$ cat src/rtl/dec2bin_pkg.sv
// dec2bin_pkg: shared constants and types for the ASCII-decimal receiver.
//   DEFAULT_WIDTH      default result width
//   CHAR_0 .. CHAR_LF  ASCII codes the line parser recognises
//   state_t            receiver FSM states
//   is_digit/is_term   byte classification helpers
package dec2bin_pkg;

    localparam int unsigned DEFAULT_WIDTH = 16;

    localparam logic [7:0] CHAR_0  = 8'h30;
    localparam logic [7:0] CHAR_9  = 8'h39;
    localparam logic [7:0] CHAR_CR = 8'h0D;
    localparam logic [7:0] CHAR_LF = 8'h0A;

    typedef enum logic [1:0] {
        IDLE  = 2'd0,
        ACCUM = 2'd1,
        HOLD  = 2'd2
    } state_t;

    function automatic logic is_digit(input logic [7:0] b);
        return (b >= CHAR_0) && (b <= CHAR_9);
    endfunction

    function automatic logic is_term(input logic [7:0] b);
        return (b == CHAR_CR) || (b == CHAR_LF);
    endfunction

endpackage

$ cat src/rtl/dec2bin_if.sv
// dec2bin_if: byte-in / result-out handshake bundle for dec2bin_rx.
//   in_valid/in_data/in_ready        ASCII byte stream from the UART RX
//   out_valid/out_ready              result handshake towards the consumer
//   out_value/out_ovf/out_err/out_digits  result payload
// Modports: master = byte producer and result consumer, slave = converter.
interface dec2bin_if
    import dec2bin_pkg::*;
#(
    parameter int unsigned WIDTH = DEFAULT_WIDTH
) ();

    logic             in_valid;
    logic [7:0]       in_data;
    logic             in_ready;
    logic             out_valid;
    logic             out_ready;
    logic [WIDTH-1:0] out_value;
    logic             out_ovf;
    logic             out_err;
    logic [2:0]       out_digits;

    modport master (
        output in_valid, in_data, out_ready,
        input  in_ready, out_valid, out_value, out_ovf, out_err, out_digits
    );

    modport slave (
        input  in_valid, in_data, out_ready,
        output in_ready, out_valid, out_value, out_ovf, out_err, out_digits
    );

endinterface

$ cat src/rtl/dec2bin_mac10.sv
// dec2bin_mac10: combinational acc*10 + d step.
//   acc      current accumulator
//   d        decimal digit 0..9
//   acc_next next accumulator (wrapped, or saturated when DEC2BIN_SAT_EN)
//   ovf      this step's exact result exceeded 2^WIDTH-1
// Build option: DEC2BIN_SAT_EN selects saturation instead of modulo wrap.
module dec2bin_mac10 #(
    parameter int unsigned WIDTH = 16
) (
    input  logic [WIDTH-1:0] acc,
    input  logic [3:0]       d,
    output logic [WIDTH-1:0] acc_next,
    output logic             ovf
);

    logic [WIDTH+3:0] acc_wide;
    logic [WIDTH+3:0] prod;

    // Four extra bits hold 10*(2^WIDTH-1)+9 exactly.
    assign acc_wide = {4'b0000, acc};
    assign prod     = (acc_wide << 3) + (acc_wide << 1) + {{WIDTH{1'b0}}, d};
    assign ovf      = |prod[WIDTH+3:WIDTH];

`ifdef DEC2BIN_SAT_EN
    // An all-ones acc overflows again on every later digit, so it stays pinned.
    assign acc_next = ovf ? '1 : prod[WIDTH-1:0];
`else
    assign acc_next = prod[WIDTH-1:0];
`endif

endmodule

$ cat src/rtl/dec2bin_rx.sv
// dec2bin_rx: streaming ASCII-decimal to binary converter.
//   clk      system clock, rising edge
//   reset_n  asynchronous active-low reset
//   bus      dec2bin_if.slave: byte input handshake and result output handshake
// One result per CR/LF-terminated line; blank lines and CRLF pairs produce none.
// Build option: DEC2BIN_SAT_EN (handled in dec2bin_mac10) saturates instead of wrapping.
module dec2bin_rx
    import dec2bin_pkg::*;
#(
    parameter int unsigned WIDTH = DEFAULT_WIDTH
) (
    input  logic     clk,
    input  logic     reset_n,
    dec2bin_if.slave bus
);

    state_t           state, state_next;
    logic             accept, digit, term;
    logic [WIDTH-1:0] acc, acc_next;
    logic             step_ovf;
    logic             ovf_q, err_q;
    logic [2:0]       dig_q;

    logic             out_valid_q;
    logic [WIDTH-1:0] out_value_q;
    logic             out_ovf_q, out_err_q;
    logic [2:0]       out_digits_q;

    assign digit  = is_digit(bus.in_data);
    assign term   = is_term(bus.in_data);
    assign accept = bus.in_valid && bus.in_ready;

    assign bus.in_ready   = (state != HOLD);
    assign bus.out_valid  = out_valid_q;
    assign bus.out_value  = out_value_q;
    assign bus.out_ovf    = out_ovf_q;
    assign bus.out_err    = out_err_q;
    assign bus.out_digits = out_digits_q;

    dec2bin_mac10 #(.WIDTH(WIDTH)) u_mac10 (
        .acc      (acc),
        .d        (bus.in_data[3:0]),
        .acc_next (acc_next),
        .ovf      (step_ovf)
    );

    always_ff @(posedge clk or negedge reset_n) begin
        if (!reset_n) state <= IDLE;
        else          state <= state_next;
    end

    always_comb begin
        state_next = state;
        unique case (state)
            IDLE:    if (accept && !term) state_next = ACCUM;
            ACCUM:   if (accept && term)  state_next = HOLD;
            HOLD:    if (bus.out_ready)   state_next = IDLE;
            default: state_next = IDLE;
        endcase
    end

    always_ff @(posedge clk or negedge reset_n) begin
        if (!reset_n) begin
            acc          <= '0;
            ovf_q        <= 1'b0;
            err_q        <= 1'b0;
            dig_q        <= '0;
            out_valid_q  <= 1'b0;
            out_value_q  <= '0;
            out_ovf_q    <= 1'b0;
            out_err_q    <= 1'b0;
            out_digits_q <= '0;
        end else if (state == HOLD) begin
            // Line state is kept until hand-off; out_* stay frozen meanwhile.
            if (bus.out_ready) begin
                out_valid_q <= 1'b0;
                acc         <= '0;
                ovf_q       <= 1'b0;
                err_q       <= 1'b0;
                dig_q       <= '0;
            end
        end else if (accept) begin
            if (digit) begin
                acc   <= acc_next;
                ovf_q <= ovf_q | step_ovf;
                if (dig_q != 3'd7) dig_q <= dig_q + 3'd1;
            end else if (term) begin
                if (state == ACCUM) begin
                    out_valid_q  <= 1'b1;
                    out_value_q  <= acc;
                    out_ovf_q    <= ovf_q;
                    out_err_q    <= err_q;
                    out_digits_q <= dig_q;
                end
            end else begin
                err_q <= 1'b1;
            end
        end
    end

endmodule
$ cat src/flat_wrapper.sv
// flat-port wrapper written by rule: the top's interface ports become plain ports
module dec2bin_rx_flat import dec2bin_pkg::*;
#(
    parameter int unsigned WIDTH = DEFAULT_WIDTH
)
  (clk, reset_n, bus_in_valid, bus_in_data, bus_out_ready, bus_in_ready, bus_out_valid, bus_out_value, bus_out_ovf, bus_out_err, bus_out_digits);
  dec2bin_if #(.WIDTH(WIDTH)) bus_i ();
  input  logic clk;
  input  logic reset_n;
  input wire logic [$bits(bus_i.in_valid)-1:0] bus_in_valid;
  input wire logic [$bits(bus_i.in_data)-1:0] bus_in_data;
  input wire logic [$bits(bus_i.out_ready)-1:0] bus_out_ready;
  output wire logic [$bits(bus_i.in_ready)-1:0] bus_in_ready;
  output wire logic [$bits(bus_i.out_valid)-1:0] bus_out_valid;
  output wire logic [$bits(bus_i.out_value)-1:0] bus_out_value;
  output wire logic [$bits(bus_i.out_ovf)-1:0] bus_out_ovf;
  output wire logic [$bits(bus_i.out_err)-1:0] bus_out_err;
  output wire logic [$bits(bus_i.out_digits)-1:0] bus_out_digits;
  assign bus_i.in_valid = bus_in_valid;
  assign bus_i.in_data = bus_in_data;
  assign bus_i.out_ready = bus_out_ready;
  assign bus_in_ready = bus_i.in_ready;
  assign bus_out_valid = bus_i.out_valid;
  assign bus_out_value = bus_i.out_value;
  assign bus_out_ovf = bus_i.out_ovf;
  assign bus_out_err = bus_i.out_err;
  assign bus_out_digits = bus_i.out_digits;
  dec2bin_rx #(.WIDTH(WIDTH)) u_core (.clk(clk), .reset_n(reset_n), .bus(bus_i));
endmodule
$ cat config.mk
export PLATFORM = sky130hd
export DESIGN_NAME = dec2bin_rx_flat
export DESIGN_NICKNAME = d
export VERILOG_FILES = /design/src/rtl/dec2bin_pkg.sv /design/src/rtl/dec2bin_if.sv /design/src/rtl/dec2bin_mac10.sv /design/src/rtl/dec2bin_rx.sv /design/src/flat_wrapper.sv
export SDC_FILE = /design/constraint.sdc
export NUM_CORES = 1
export LEC_CHECK = 0
export ABC_AREA = 1
export CAP_MARGIN = 20
export CORE_MARGIN = 5
export CORE_UTILIZATION = 35
export CTS_BUF_LIST = sky130_fd_sc_hd__clkbuf_16
export CTS_CLUSTER_SIZE = 25
export DETAILED_ROUTE_END_ITERATION = 8
export PLACE_DENSITY = 0.58
export SETUP_SLACK_MARGIN = 0.05
export SYNTH_ARGS = -nofsm -noshare
export SYNTH_HDL_FRONTEND = slang
export SYNTH_SLANG_ARGS = --single-unit
$ cat constraint.sdc
create_clock -name clk -period 3.25 [get_ports clk]
set_input_delay 0.65 -clock clk [delete_from_list [all_inputs] [get_ports clk]]
set_output_delay 0.65 -clock clk [all_outputs]
set_load 0.1 [all_outputs]
# Yosys cells after proc, flatten, opt, wreduce, memory -nomap -nowiden
# Cells that the tools add are included.
op_classes:
  n_lt_le_gt_ge: 2
  n_mux: 26
  eq_ne: 11
  n_reduce_logical: 19
  n_bitwise: 3
  n_addsub: 3
op_table:
  columns: ["cell", "n"]
  rows:
  - ["2-to-1 mux 16 bit", 4]
  - ["adder 19 x 17 -> 20 bit", 1]
  - ["adder 20 x 4 -> 20 bit", 1]
  - ["== test 8 x 4 -> 1 bit, second input constant", 2]
  - ["2-to-1 mux 3 bit", 5]
  - ["2-to-1 mux 1 bit", 13]
  - ["AND reduction 5 bit", 2]
  - ["nonzero test 2 bit", 5]
  - ["greater-or-equal comparator 8 x 6 -> 1 bit, second input constant", 1]
  - ["<= comparator 8 x 6 -> 1 bit, second input constant", 1]
  - ["inequality test 2 bit, second input constant", 4]
  - ["AND reduction 4 bit", 2]
  - ["2-to-1 mux 2 bit", 3]
  - ["one-hot mux 2 bit (3 select lines)", 1]
  - ["AND reduction 3 bit", 2]
  - ["logical AND 1 bit", 4]
  - ["inequality test 2 x 1 -> 1 bit, second input constant", 2]
  - ["OR reduction 4 bit", 1]
  - ["adder 3 x 1 -> 3 bit, second input constant", 1]
  - ["inequality test 3 bit, second input constant", 1]
  - ["== test 2 x 1 -> 1 bit, second input constant", 1]
  - ["== test 2 bit, second input constant", 1]
  - ["logical NOT 2 bit", 1]
  - ["NOT 1 bit", 2]
  - ["3 further kinds", 3]
totals:
  input_bits: 12
  wordCells: 74
  out_inout_bits: 23
  register_bits: 45

# Logic depth before layout (Yosys ltp)
depth:
  depth_word: 7
  mapped_depth: 17
  ltp_nobuf: 17

# Modules after synthesis
# Synthesis repeated with hierarchy kept, for this count alone.
unflattened:
  cells_unflattened: 448
  area_unflattened_um2: 3253.1
by_module_without_submodules:
  columns: ["module", "seq_area_each_um2", "cells_per_inst", "n_inst", "area_per_inst_um2"]
  rows:
  - ["dec2bin_rx", 1126.1, 233, 1, 1996.9]
  - ["dec2bin_mac10", 0.0, 215, 1, 1256.2]

# Worst setup path before layout
# Ideal clock, no wire load.
synth_path:
  path_kind: "input-to-reg"
  startpoint: "in bus_in_data[3]"
  endpoint: "reg u_core.ovf_q"
  n_path_buf: 0
  path_stages: 15
  t_arrival_ns: 2.479
  slack_ns: 0.651
  required_ns: 3.130
  setup_time_ns: 0.120
  path_cell_list: "inv_2 -> fa_1 -> fa_1 -> inv_1 -> nand2_1 -> nand2_1 -> nand3_1 -> nand2_1 -> nand2_1 -> nand3_1 -> nand2_1 -> nor2_1 -> nand3_1 -> nand3_1 -> nand2_1"
synth_via:
  elab_chain_cells: 6
synth_lines:
  columns: ["item", "line", "rtl"]
  rows:
  - ["from (decl)", "flat_wrapper.sv:11", "input wire logic [$bits(bus_i.in_data)-1:0] bus_in_data;"]
  - ["adder 20 x 4 -> 20 bit", "dec2bin_mac10.sv:21", "assign prod = (acc_wide << 3) + (acc_wide << 1) + {{WIDTH{1'b0}}, d};"]
  - ["OR reduction 4 bit", "dec2bin_mac10.sv:22", "assign ovf = |prod[WIDTH+3:WIDTH];"]
  - ["OR 1 bit", "dec2bin_rx.sv:85", "ovf_q <= ovf_q | step_ovf;"]
  - ["2-to-1 mux 1 bit", "dec2bin_rx.sv:83", "if (digit) begin"]
  - ["2-to-1 mux 1 bit", "dec2bin_rx.sv:82", "end else if (accept) begin"]
  - ["2-to-1 mux 1 bit", "dec2bin_rx.sv:73", "end else if (state == HOLD) begin"]
  - ["to (signal assigned)", "dec2bin_rx.sv:85", null]
  - ["to (decl)", "dec2bin_rx.sv:21", "logic ovf_q, err_q;"]
# Several ways; a longest one is shown, not always the timed one. The select of a mux whose other input is x is not followed.
# A chain may end at the register's enable or synchronous reset.

# Worst setup path in the final report
# Same ends and word-level chain as after synthesis.

==> impl_metrics.json <==
{
  "outcome": "finished, final reports clean",
  "grt_first_pass_wirelength_um": 12100,
  "crit_required_ps": 3430,
  "rsz0062_at_grt": "no",
  "grt_usage": 0.131,
  "max_slew_margin": 0.652,
  "grt_max_degree": 46,
  "cts_made_buffers": 5,
  "syn2layout_area_growth_pct": 17.5,
  "die_x_um": 106,
  "synth_ff_type": "dfrtp_1",
  "worst_ir_drop_vdd_mv": 0.319,
  "drt_iter0_markers": 72,
  "slew_violations": 0,
  "die_height_um": 106,
  "synth_cells": 399,
  "path_class": "in -> reg",
  "syn_area_mm2": 0.00323,
  "synth_top_cell_by_area": "dfrtp_1",
  "ys_seq_area_frac": 0.348,
  "multi_input_area_mm2": 0.00178,
  "cts.sinks": 45,
  "cts_buffer_depth": 2,
  "register_area_mm2": 0.00113,
  "design_power_total_mw": 2.62,
  "hold_viol": 0,
  "min_path_type": "in -> async",
  "design_area_mm2": 0.00380,
  "async_flop_share": 1.00,
  "yosys_warnings": 0,
  "cts_setup_buffers": 0,
  "fin_tns_setup_ps": 0,
  "power_density_mw_per_mm2": 690,
  "final_cell_mix": "91 x nand2_1, 64 x inv_1, 45 x dfrtp_1",
  "cts_resized": 0,
  "cts-root-buf": "clkbuf_16",
  "ys_types": 36,
  "firstDrtPassIters": 4,
  "clock_latency_ps": 290,
  "min_period_ps": 2940,
  "ctsHoldBuffers": 0,
  "synth_seq_cells": 45,
  "p_leak_nw": 2.04,
  "worstPathArrival_ps": 3110,
  "worstSetupEndpointType": "register",
  "final_util": 0.417,
  "synth_edf_count": 0,
  "wire_per_inst_um": 12.7,
  "setup_viol": 0,
  "tightestPinTransition_ps": 522,
  "cts_max_level": 2,
  "final_common_cell": "nand2_1",
  "place_congestion": 0.839,
  "dpl-instance-area_mm2": 0.00361,
  "maxCapViolCount": 0,
  "antenna_left": 0,
  "die_area_mm2": 0.0113,
  "io_pins": 35,
  "final_layout_size_suffix_gt1_frac": 0.205,
  "dp_hpwl_um": 5510,
  "drt-vias-per-instance": 4.82,
  "n_fill_cell": 968,
  "finalCritPeriodShare": 0.904,
  "worst-path-max-fanout": 4,
  "avgSynthCellArea_um2": 8.10,
  "fmax_ghz": 0.340,
  "clkTransAtPathRegs_ps": 60,
  "synth_top_area_frac": 0.348,
  "grt_pass1_vias": 2566,
  "start_util": 0.355,
  "place.port_buffers": 34,
  "drt-total-wl_um": 7000,
  "antenna_found_initial": 0,
  "fin_skew_ps": 4.95,
  "synth.top_cells.by_area": "dfrtp_1 35%, ha_1 14%, nand2_1 11%",
  "cts_tree": "yes",
  "vias": 2650,
  "diodes": 0,
  "syn-num-nets": 449,
  "num_rows": 35,
  "grt-ovfl-total": 0,
  "crit_path_start_kind": "primary input",
  "drc_errors": 0,
  "core_mm2": 0.00911,
  "num-nets-final": 488
}
[per-stage QoR]
stage | setup WS [ps] | cells | hold WS (ps)
2_1_floorplan | 651 | 399 | 354
3_3_place_gp | 61.6 | 541 | 469
3_5_place_dp | 2.07 | 541 | 473
4_1_cts | 306 | 549 | 490
5_1_grt | 80.3 | 550 | 225
6_report | 313 | 550 | 220
[path summary, 6_finish.rpt]
path                                             to  slack (ps)  cells past startpoint            from
min reg2reg                            u_core.ovf_q         490                      2    u_core.ovf_q
min in group clk                       u_core.ovf_q         490                      2    u_core.ovf_q
min                         u_core.bus.out_value[2]         220                      1         reset_n
max reg2reg                            u_core.ovf_q         690                     15   u_core.acc[0]
max                                    u_core.ovf_q         310                     16  bus_in_data[3]
max in group asynchronous  u_core.bus.out_digits[0]        2560                      2         reset_n
[where the power goes]
part | internal (mW) | switching [mW]
Combinational | 0.400 | 0.852
Sequential | 0.686 | 0.104
Clock | 0.360 | 0.216
[registers in the layout, summed over array words and instances (netlist names)]
name,flops
u_core.bus.out_valid,1
u_core.acc,16
u_core.dig_q,3
u_core.bus.out_ovf,1
u_core.state,2
u_core.err_q,1
u_core.bus.out_digits,3
u_core.ovf_q,1
u_core.bus.out_value,16
u_core.bus.out_err,1
[metal layers]
metal | GRT usage | vias up | share of wire
li1 | - | 1373 | -
met5 | 0 | - | 0
met1 | 0.172 | 1220 | 0.47
met4 | 0.0324 | 0 | 0.010
met2 | 0.221 | 50 | 0.49
met3 | 0.0267 | 7 | 0.034
[synthesized netlist by cell type, types with 3 or more instances]
library cell	n
o32ai_1	6
ha_1	36
inv_1	64
nand3_1	16
o21ai_1	6
dfrtp_1	45
nor3_1	3
nor2_1	24
xor2_1	3
buf_6	5
nand2_2	20
nand2_1	91
o22ai_1	6
o21ai_2	21
inv_2	6
o21ai_0	6
a21oi_1	16
[worst max-delay path, cell delays in order]
cell and delay [ps]:
clkdlybuf4s50_1 470, inv_2 50, fa_1 520, fa_1 470, inv_1 70, nand2_1 60
nand2_1 140, nand3_1 90, nand2_1 130, nand2_1 80, nand3_1 70, nand2_1 50
nor2_1 90, nand3_1 70, nand3_1 70, nand2_1 50
[cells by family after synthesis]
family	after synthesis	share of synthesized area
DFF	45	0.348
adders and majority gates	38	0.152
AOI/OAI and AO/OA	72	0.156
xor gates and xnor gates	3	0.00813
and+or+nand+nor	165	0.235
buffers and inverters	76	0.100
[area by class of cell]
class,instances,area share
multi-input combinational,278,0.469
sequential,45,0.297
timing repair buffer,38,0.0844
inverter,70,0.0692
tap,111,0.0366
clock buffer,5,0.0330
clock inverter,3,0.0109
(Power assumes the default switching activity.)
